File: config.mk
export PLATFORM = sky130hd
export DESIGN_NAME = sat_sub_acc
export DESIGN_NICKNAME = d
export VERILOG_FILES = /design/src/rtl/sat_sub_acc.sv
export SDC_FILE = /design/constraint.sdc
export NUM_CORES = 1
export LEC_CHECK = 0
export ABC_AREA = 1
export CORE_MARGIN = 2
export CORE_UTILIZATION = 40
export CTS_CLUSTER_SIZE = 10
export DETAILED_ROUTE_END_ITERATION = 10
export PLACE_DENSITY = 0.78
export SYNTH_ARGS = -nofsm -noshare
export SYNTH_HDL_FRONTEND = slang
export SYNTH_SLANG_ARGS = --single-unit
File: constraint.sdc
create_clock -name clk_i -period 7.4 [get_ports clk_i]
set_input_delay 1.48 -clock clk_i [delete_from_list [all_inputs] [get_ports clk_i]]
set_output_delay 1.48 -clock clk_i [all_outputs]
set_load 0.01 [all_outputs]
File: src/rtl/sat_sub_acc.sv
// sat_sub_acc: streaming saturating subtract-accumulator with sticky saturation flag
module sat_sub_acc #(
  parameter int DATAW = 32,
  parameter int LENW  = 16
) (
  input  logic             clk_i,
  input  logic             rst_i,
  input  logic             start_i,
  input  logic [DATAW-1:0] init_i,
  input  logic [LENW-1:0]  len_i,
  output logic             busy_o,
  input  logic             a_valid_i,
  output logic             a_ready_o,
  input  logic [DATAW-1:0] a_data_i,
  output logic             res_valid_o,
  input  logic             res_ready_i,
  output logic [DATAW-1:0] res_data_o,
  output logic             res_sat_o
);
  typedef enum logic [1:0] {IDLE, RUN, DONE} state_t;
  state_t r_state, w_next;
  logic [DATAW-1:0] r_acc, w_diff, w_res;
  logic [LENW-1:0] r_cnt;
  logic r_sat, w_ovf_pos, w_ovf_neg, w_hs;
  assign w_hs = a_valid_i && a_ready_o;
  assign w_diff = r_acc - a_data_i;
  assign w_ovf_pos = !r_acc[DATAW-1] && a_data_i[DATAW-1] && w_diff[DATAW-1];
  assign w_ovf_neg = r_acc[DATAW-1] && !a_data_i[DATAW-1] && !w_diff[DATAW-1];
  assign w_res = w_ovf_pos ? {1'b0, {(DATAW-1){1'b1}}} :
                 w_ovf_neg ? {1'b1, {(DATAW-1){1'b0}}} : w_diff;
  assign busy_o = r_state != IDLE;
  assign a_ready_o = r_state == RUN;
  assign res_valid_o = r_state == DONE;
  assign res_data_o = r_acc;
  assign res_sat_o = r_sat;
  always_comb begin
    w_next = r_state;
    if (r_state == IDLE && start_i) w_next = (len_i == '0) ? DONE : RUN;
    if (r_state == RUN && w_hs && r_cnt == LENW'(1)) w_next = DONE;
    if (r_state == DONE && res_ready_i) w_next = IDLE;
  end
  always_ff @(posedge clk_i or posedge rst_i) begin
    if (rst_i) begin
      r_state <= IDLE;
      r_acc <= '0;
      r_cnt <= '0;
      r_sat <= 1'b0;
    end else begin
      r_state <= w_next;
      if (r_state == IDLE && start_i) begin
        r_acc <= init_i;
        r_cnt <= len_i;
        r_sat <= 1'b0;
      end else if (w_hs) begin
        r_acc <= w_res;
        r_cnt <= r_cnt - LENW'(1);
        r_sat <= r_sat | w_ovf_pos | w_ovf_neg;
      end
    end
  end
endmodule

==> results of run 1 <==
-- path summary, 6_finish.rpt --
kind / endpoint / slack (ps) / cells past startpoint
worst max-delay path: res_data_o[10]$_DFFE_PP0P_ / 2160 / 22
worst min-delay path: res_data_o[24]$_DFFE_PP0P_ / 520 / 2
worst max register to register: res_data_o[10]$_DFFE_PP0P_ / 3420 / 20
worst min register to register: res_data_o[24]$_DFFE_PP0P_ / 520 / 2
max in group asynchronous: res_data_o[15]$_DFFE_PP0P_ / 5220 / 3
min in group asynchronous: res_data_o[29]$_DFFE_PP0P_ / 1690 / 3
-- cells in the final DEF, fill, tap and decap left out, types with 5 or more instances in the layout --
cell / count
nor2_1: 49
o21ai_1: 5
nand2_1: 331
xor2_1: 7
nor2_2: 7
o21ai_0: 26
clkdlybuf4s50_1: 120
nand2_2: 9
nand3_2: 5
inv_2: 5
or2_2: 8
o22ai_1: 12
clkbuf_16: 5
inv_1: 178
dfrtp_1: 51
ha_1: 35
o211ai_1: 10
nand3_1: 53
nand4_1: 5
a21oi_1: 44
-- stage by stage --
step	area (µm²)	total power, mW	worst slack, ps
after floorplan	5290	1.90	3510
after global placement	6650	2.48	1910
after detailed placement	6650	2.51	1870
after CTS	6800	2.78	2200
after global routing	6800	3.08	1700
final	6800	2.77	2160
-- power by group --
| part | switching [mW] | leakage (nW) | internal [mW] |
|---|---|---|---|
| Combinational | 1.19 | 3.07 | 0.773 |
| Clock | 0.123 | 0.0719 | 0.129 |
| Sequential | 0.133 | 0.611 | 0.423 |
-- cell families after synthesis --
kind of cell               share of synthesized area, %
xor gates and xnor gates                           1.82
buffers and inverters                              14.7
AOI/OAI and AO/OA                                  11.3
and+or+nand+nor                                    39.1
DFF                                                24.1
adders and majority gates                          9.04
-- final cells by class --
cell class                      count  area, µm²  share of cell area (%)
Multi-Input combinational cell    639       3240                    47.6
Sequential cell                    51       1280                    18.8
Timing Repair Buffer              123       1220                    18.0
Inverter                          184        691                    10.2
Tap cell                          176        220                    3.24
Clock buffer                        5        125                    1.84
Clock inverter                      3       27.5                   0.405
-- per-layer routing --
layer  routed length [µm]  vias up  share of wire [%]
li1                     -     2979                  -
met1                 7190     2573                 45
met2                 7530      176                 47
met3                  936       25                5.9
met4                  322        0                2.0
met5                    0        -                  0
-- flip-flops by register name, indices dropped and copies added (netlist names) --
| register | count |
|---|---|
| r_cnt | 16 |
| r_state | 2 |
| res_data_o | 32 |
| res_sat_o | 1 |
-- worst reg2reg max path, cell delays in order, from the launching register on --
cell and delay, ps:
dfrtp_1 440, ha_1 370, nand2_1 130, inv_2 40, nand2_1 90, inv_1 70
a21oi_1 170, nand2_2 110, nand2_2 100, nand2_1 50, nand2_1 80, nand2_1 50
a21oi_1 150, fa_1 450, nand2_1 620, inv_1 450, a21oi_1 220, o21ai_0 100
nand2_1 70, o211ai_1 80, nand2_1 80
==> out/results.txt, run 1 <==
commonest cells in the netlist: nand2_1, inv_1, nand3_1
nets@finish: 1,126
Critical Path Max Stage Delay: 620 ps
share of layout cells above drive strength 1: 5.07%
setup TNS: 0 ps
final-report max-slew violation count: 0
per-cell routed wire length: 13.5 µm
Leak: 3.75 nW
CTS Sinks: 51
Max-Cap Viols: 0
most common cell in the netlist: nand2_1
PortBufs: 120
crit path max fanout: 21
DRT Wirelength: 16.0 mm
fill cell count: 1,325
final non-filler cell total: 1,181
std cell rows: 42
first-pass GRT wire length: 26.7 mm
syn_area_per_cell: 5.93 µm²
Mapped Nets: 1,013
Yosys reg bits: 51
Root Buffer: clkbuf_16
Yosys top cell by area: dfrtp_1
initial antenna violation count: 0
peak supply drop: 0.149 mV
final core occ: 52.0%
Starting Density: 40.4%
TritonCTS Buffers: 5
Yosys top cell area share: 24.1%
Worst path most repeated cell: nand2_1
drt first pass iters: 5
initial drt markers: 258
CP Launch Point: a_data_i[12]
Post-synth EDFFs: 0
Total GRT Usage: 23.2%
Synth cell types: 40
chip width: 119 µm
pwr dens: 408 nW/µm²
Clock Pin Slew Worst Setup and Hold Paths: 80 ps
Post-Syn Area: 5290 µm²
critical path type: input pin to flip-flop
drc violations: 0
Setup-failing EPs final: 0
clock latency on the worst-skew pair: 310 ps
Worst slew margin: 34.0%
Core Footprint: 13,100 µm²
Post-Syn Instances: 891
Antenna Nets Post-Route: 0
met3 Use GR: 3.11%
Least-Margin Pin Slew: 989 ps
endpoints failing hold: 0
hold_ws: 516 ps
Ports: 121
asr flop ratio synth: 100%
period utilization: 70.8%
main area contributors after synthesis: dfrtp_1, nand2_1, inv_1
Hold Buf Count CTS: 0
sequential share of the synthesized area: 24.1%
outcome: complete, no violations
minimum clock period after layout: 5240 ps
vias in the first global route: 5,620
Diodes inserted: 0
Post-CTS Setup Repair Bufs: 0
crit path capture type: flip-flop
FMAX: 191 MHz
clk buf depth: 2
Max Clock Skew: 11.2 ps
Area Overhead vs Synth: 28.6%
TritonCTS clock tree: built
Hold WC Path Type: flip-flop to flip-flop
WP data arrival: 5490 ps
Buf/Inv on CP: 5
CP top delay family: simple AND/OR/NAND/NOR gates
RSZ-0062 raised after global routing: false
H-tree depth: 2
total number of vias: 5,753
Synth Warn #: 0
largest net degree at the start of global routing: 52
CTS resizes: 0
Slowest-stage cell, CP: nand2_1
full die area: 14,200 µm²
Detailed Place HPWL: 12.4 mm
cell count after placement: 1,173
Top FF cell, synth: dfrtp_1
Critical Path Start Type: input pin
min-delay src: res_data_o[24]$_DFFE_PP0P_
worst r2r src: res_data_o[12]$_DFFE_PP0P_
met1 usage: 30.3%
GR peak layer: met2
GRT Residual Overflow: 0
Placer Congestion: 0.888
Worst EP required: 7650 ps
met2 Use GR: 39.4%
CP Cell Sequence: clkdlybuf4s50_1 > inv_1 > ha_1 > nand2_1 > inv_2 > nand2_1 > inv_1 > a21oi_1 > nand2_2 > nand2_2 > nand2_1 > nand2_1 > nand2_1 > a21oi_1 > fa_1 > nand2_1 > inv_1 > a21oi_1 > o21ai_0 > nand2_1 > o211ai_1 > nand2_1
vias per cell: 4.87
die height: 119 µm
Power figures use the tool's default switching activity.
==> run 2: changes to the inputs <==
==> constraint.sdc (replaced) <==
create_clock -name clk_i -period 5 [get_ports clk_i]
set_input_delay 1 -clock clk_i [delete_from_list [all_inputs] [get_ports clk_i]]
set_output_delay 1 -clock clk_i [all_outputs]
set_load 0.01 [all_outputs]
==> out/results.txt, run 2 (same netlist as run 1, synthesis figures left out) <==
RSZ-0062 raised after global routing: false
initial drt markers: 423 (+64%)
Worst R2R End: res_data_o[3]$_DFFE_PP0P_
crit path capture type: flip-flop
minimum clock period after layout: 4450 ps
Antenna Nets Post-Route: 0 (unchanged)
first-pass GRT wire length: 25.9 mm (-2.9%)
Psw: 2.16 mW (+49%)
TritonCTS Buffers: 5 (unchanged)
Post-CTS Setup Repair Bufs: 0 (unchanged)
internal power: 1.97 mW (+49%)
Sw Share: 52.3% (about the same)
min-delay src: res_data_o[17]$_DFFE_PP0P_
DRT Wirelength: 15.6 mm (-2.2%)
Core Footprint: 13,100 µm² (unchanged)
FF-to-FF setup slack: 1300 ps (-2120 ps)
drc violations: 0 (unchanged)
Critical Path Start Type: input pin
PortBufs: 120 (unchanged)
Placer Congestion: 0.912 (+2.7%)
Total GRT Usage: 22.5% (-0.66 points)
Setup-failing EPs final: 0 (unchanged)
Min-Delay Endpoint: res_data_o[17]$_DFFE_PP0P_
final-report max-slew violation count: 0 (unchanged)
vias in the first global route: 5,479 (-2.5%)
die height: 119 µm (unchanged)
Max-Cap Viols: 0 (unchanged)
Clock Power Share: 9.2% (about the same)
H-tree depth: 2 (unchanged)
total number of vias: 5,768 (+0.26%)
most frequent cells in the layout: nand2_1, inv_1, clkdlybuf4s50_1
WP data arrival: 4640 ps (-850 ps)
Worst Hold Depth: 2 (unchanged)
FMAX: 225 MHz
Gate power share: 71.0% (about the same)
CTS Sinks: 51 (unchanged)
pwr dens: 605 nW/µm² (+48%)
final core occ: 52.1% (+0.11 points)
std cell rows: 42 (unchanged)
Max Clock Skew: 6.93 ps (-4.29 ps)
critical path type: input pin to flip-flop
share of layout cells above drive strength 1: 5.17% (+0.094 points)
drt first pass iters: 5 (unchanged)
clk buf depth: 2 (unchanged)
initial antenna violation count: 0 (unchanged)
setup TNS: 0 ps (unchanged)
Detailed Place HPWL: 12.1 mm (-2.6%)
CTS resizes: 0 (unchanged)
Area Overhead vs Synth: 28.8%
Reg2Reg Depth: 16 (-20%)
clock latency on the worst-skew pair: 310 ps (about the same)
chip width: 119 µm (unchanged)
nets@finish: 1,127 (+0.089%)
endpoints failing hold: 0 (unchanged)
Clock Pin Slew Worst Setup and Hold Paths: 80 ps (about the same)
Hold Buf Count CTS: 0 (unchanged)
number of flip-flops in the largest register: 32 (unchanged)
TritonCTS clock tree: built
Seq pwr share: 19.8% (-0.2 points)
crit path max fanout: 22 (+4.8%)
post-route cell area: 6810 µm² (+0.20%)
largest net degree at the start of global routing: 52 (unchanged)
worst r2r src: res_data_o[20]$_DFFE_PP0P_
outcome: complete, no violations
Leak: 3.76 nW (+0.27%)
full die area: 14,200 µm² (unchanged)
per-cell routed wire length: 13.2 µm (-2.2%)
peak supply drop: 0.267 mV (+80%)
Root Buffer: clkbuf_16
period utilization: 89.1%
Worst slew margin: 34.4% (+0.40 points)
DP Area: 6650 µm² (+0.11%)
Least-Margin Pin Slew: 983 ps (-5.93 ps)
commonest non-fill, non-tap cell in the layout: nand2_1
Worst EP required: 5190 ps (-2460 ps)
Hold WC Path Type: flip-flop to flip-flop
Ports: 121 (unchanged)
vias per cell: 4.88 (+0.18%)
Starting Density: 40.4% (unchanged)
Diodes inserted: 0 (unchanged)
GRT Residual Overflow: 0 (unchanged)
run 2: cell types whose count changed in the layout (fill, tap and decap cells not counted):
cell	delta
clkinv_8	+1
buf_4	+1
clkinvlp_4	-1
inv_8	-1
clkinv_4	-1
inv_6	+2
run 2: cell type report:
cell class / instances / area, µm²
Clock buffer: 5 / 125
Clock inverter: 3 / 33.8
Fill cell: 1327 / 6270
Inverter: 184 / 691
Multi-Input combinational cell: 639 / 3240
Sequential cell: 51 / 1280
Tap cell: 176 / 220
Timing Repair Buffer: 124 / 1230
run 2: how the worst max path moves through the flow:
| stage | startpoint | endpoint | slack, ps | depth (start not counted) |
|---|---|---|---|---|
| after global routing | a_data_i[18] | res_data_o[3]$_DFFE_PP0P_ | 120 | 18 |
| final | a_data_i[12] | res_data_o[3]$_DFFE_PP0P_ | 550 | 20 |
| after CTS | a_data_i[12] | res_data_o[3]$_DFFE_PP0P_ | 580 | 20 |
| after detailed placement | a_data_i[12] | res_data_o[3]$_DFFE_PP0P_ | 260 | 20 |
| after floorplan | a_data_i[9] | res_data_o[13]$_DFFE_PP0P_ | 1590 | 22 |
| after global placement | a_data_i[12] | res_data_o[5]$_DFFE_PP0P_ | 320 | 20 |
run 2: power groups by stage:
| stage | Combinational [mW] | Clock [mW] | Sequential (mW) |
|---|---|---|---|
| 4_1_cts | 2.91 | 0.392 | 0.816 |
| 2_1_floorplan | 1.97 | 0 | 0.840 |
| 5_1_grt | 3.32 | 0.406 | 0.848 |
| 3_5_place_dp | 2.90 | 0 | 0.821 |
| 6_report | 2.93 | 0.381 | 0.817 |
| 3_3_place_gp | 2.86 | 0 | 0.816 |
run 2: layer usage:
metal	up-vias	global-route usage [%]	part of all wire, %
met5	-	0	0
met4	0	4.99	1.2
met3	15	4.02	6.7
met2	173	39.2	48
met1	2592	29.0	44
li1	2988	-	-
run 2: metrics by stage:
| stage | total power [mW] | cells | hold slack [ps] | setup slack (ps) |
|---|---|---|---|---|
| finish | 4.12 | 1182 | 519 | 547 |
| CTS | 4.12 | 1182 | 521 | 583 |
| detailed placement | 3.72 | 1174 | 500 | 255 |
| global placement | 3.68 | 1174 | 496 | 324 |
| global route | 4.57 | 1182 | 541 | 118 |
| floorplan | 2.81 | 891 | 499 | 1590 |
run 2: critical path, stage by stage:
cell and delay (ps):
clkdlybuf4s50_1 450, inv_1 60, ha_1 380, nand2_1 120, inv_2 70, nand2_1 70, inv_1 110, a21oi_1 90
nand2_2 100, nand2_2 60, nand2_1 70, nand2_1 70, nand2_1 70, a21oi_1 80, fa_1 510, nor2_1 70
nor2_2 760, nand2_1 190, inv_2 220, a21oi_1 100
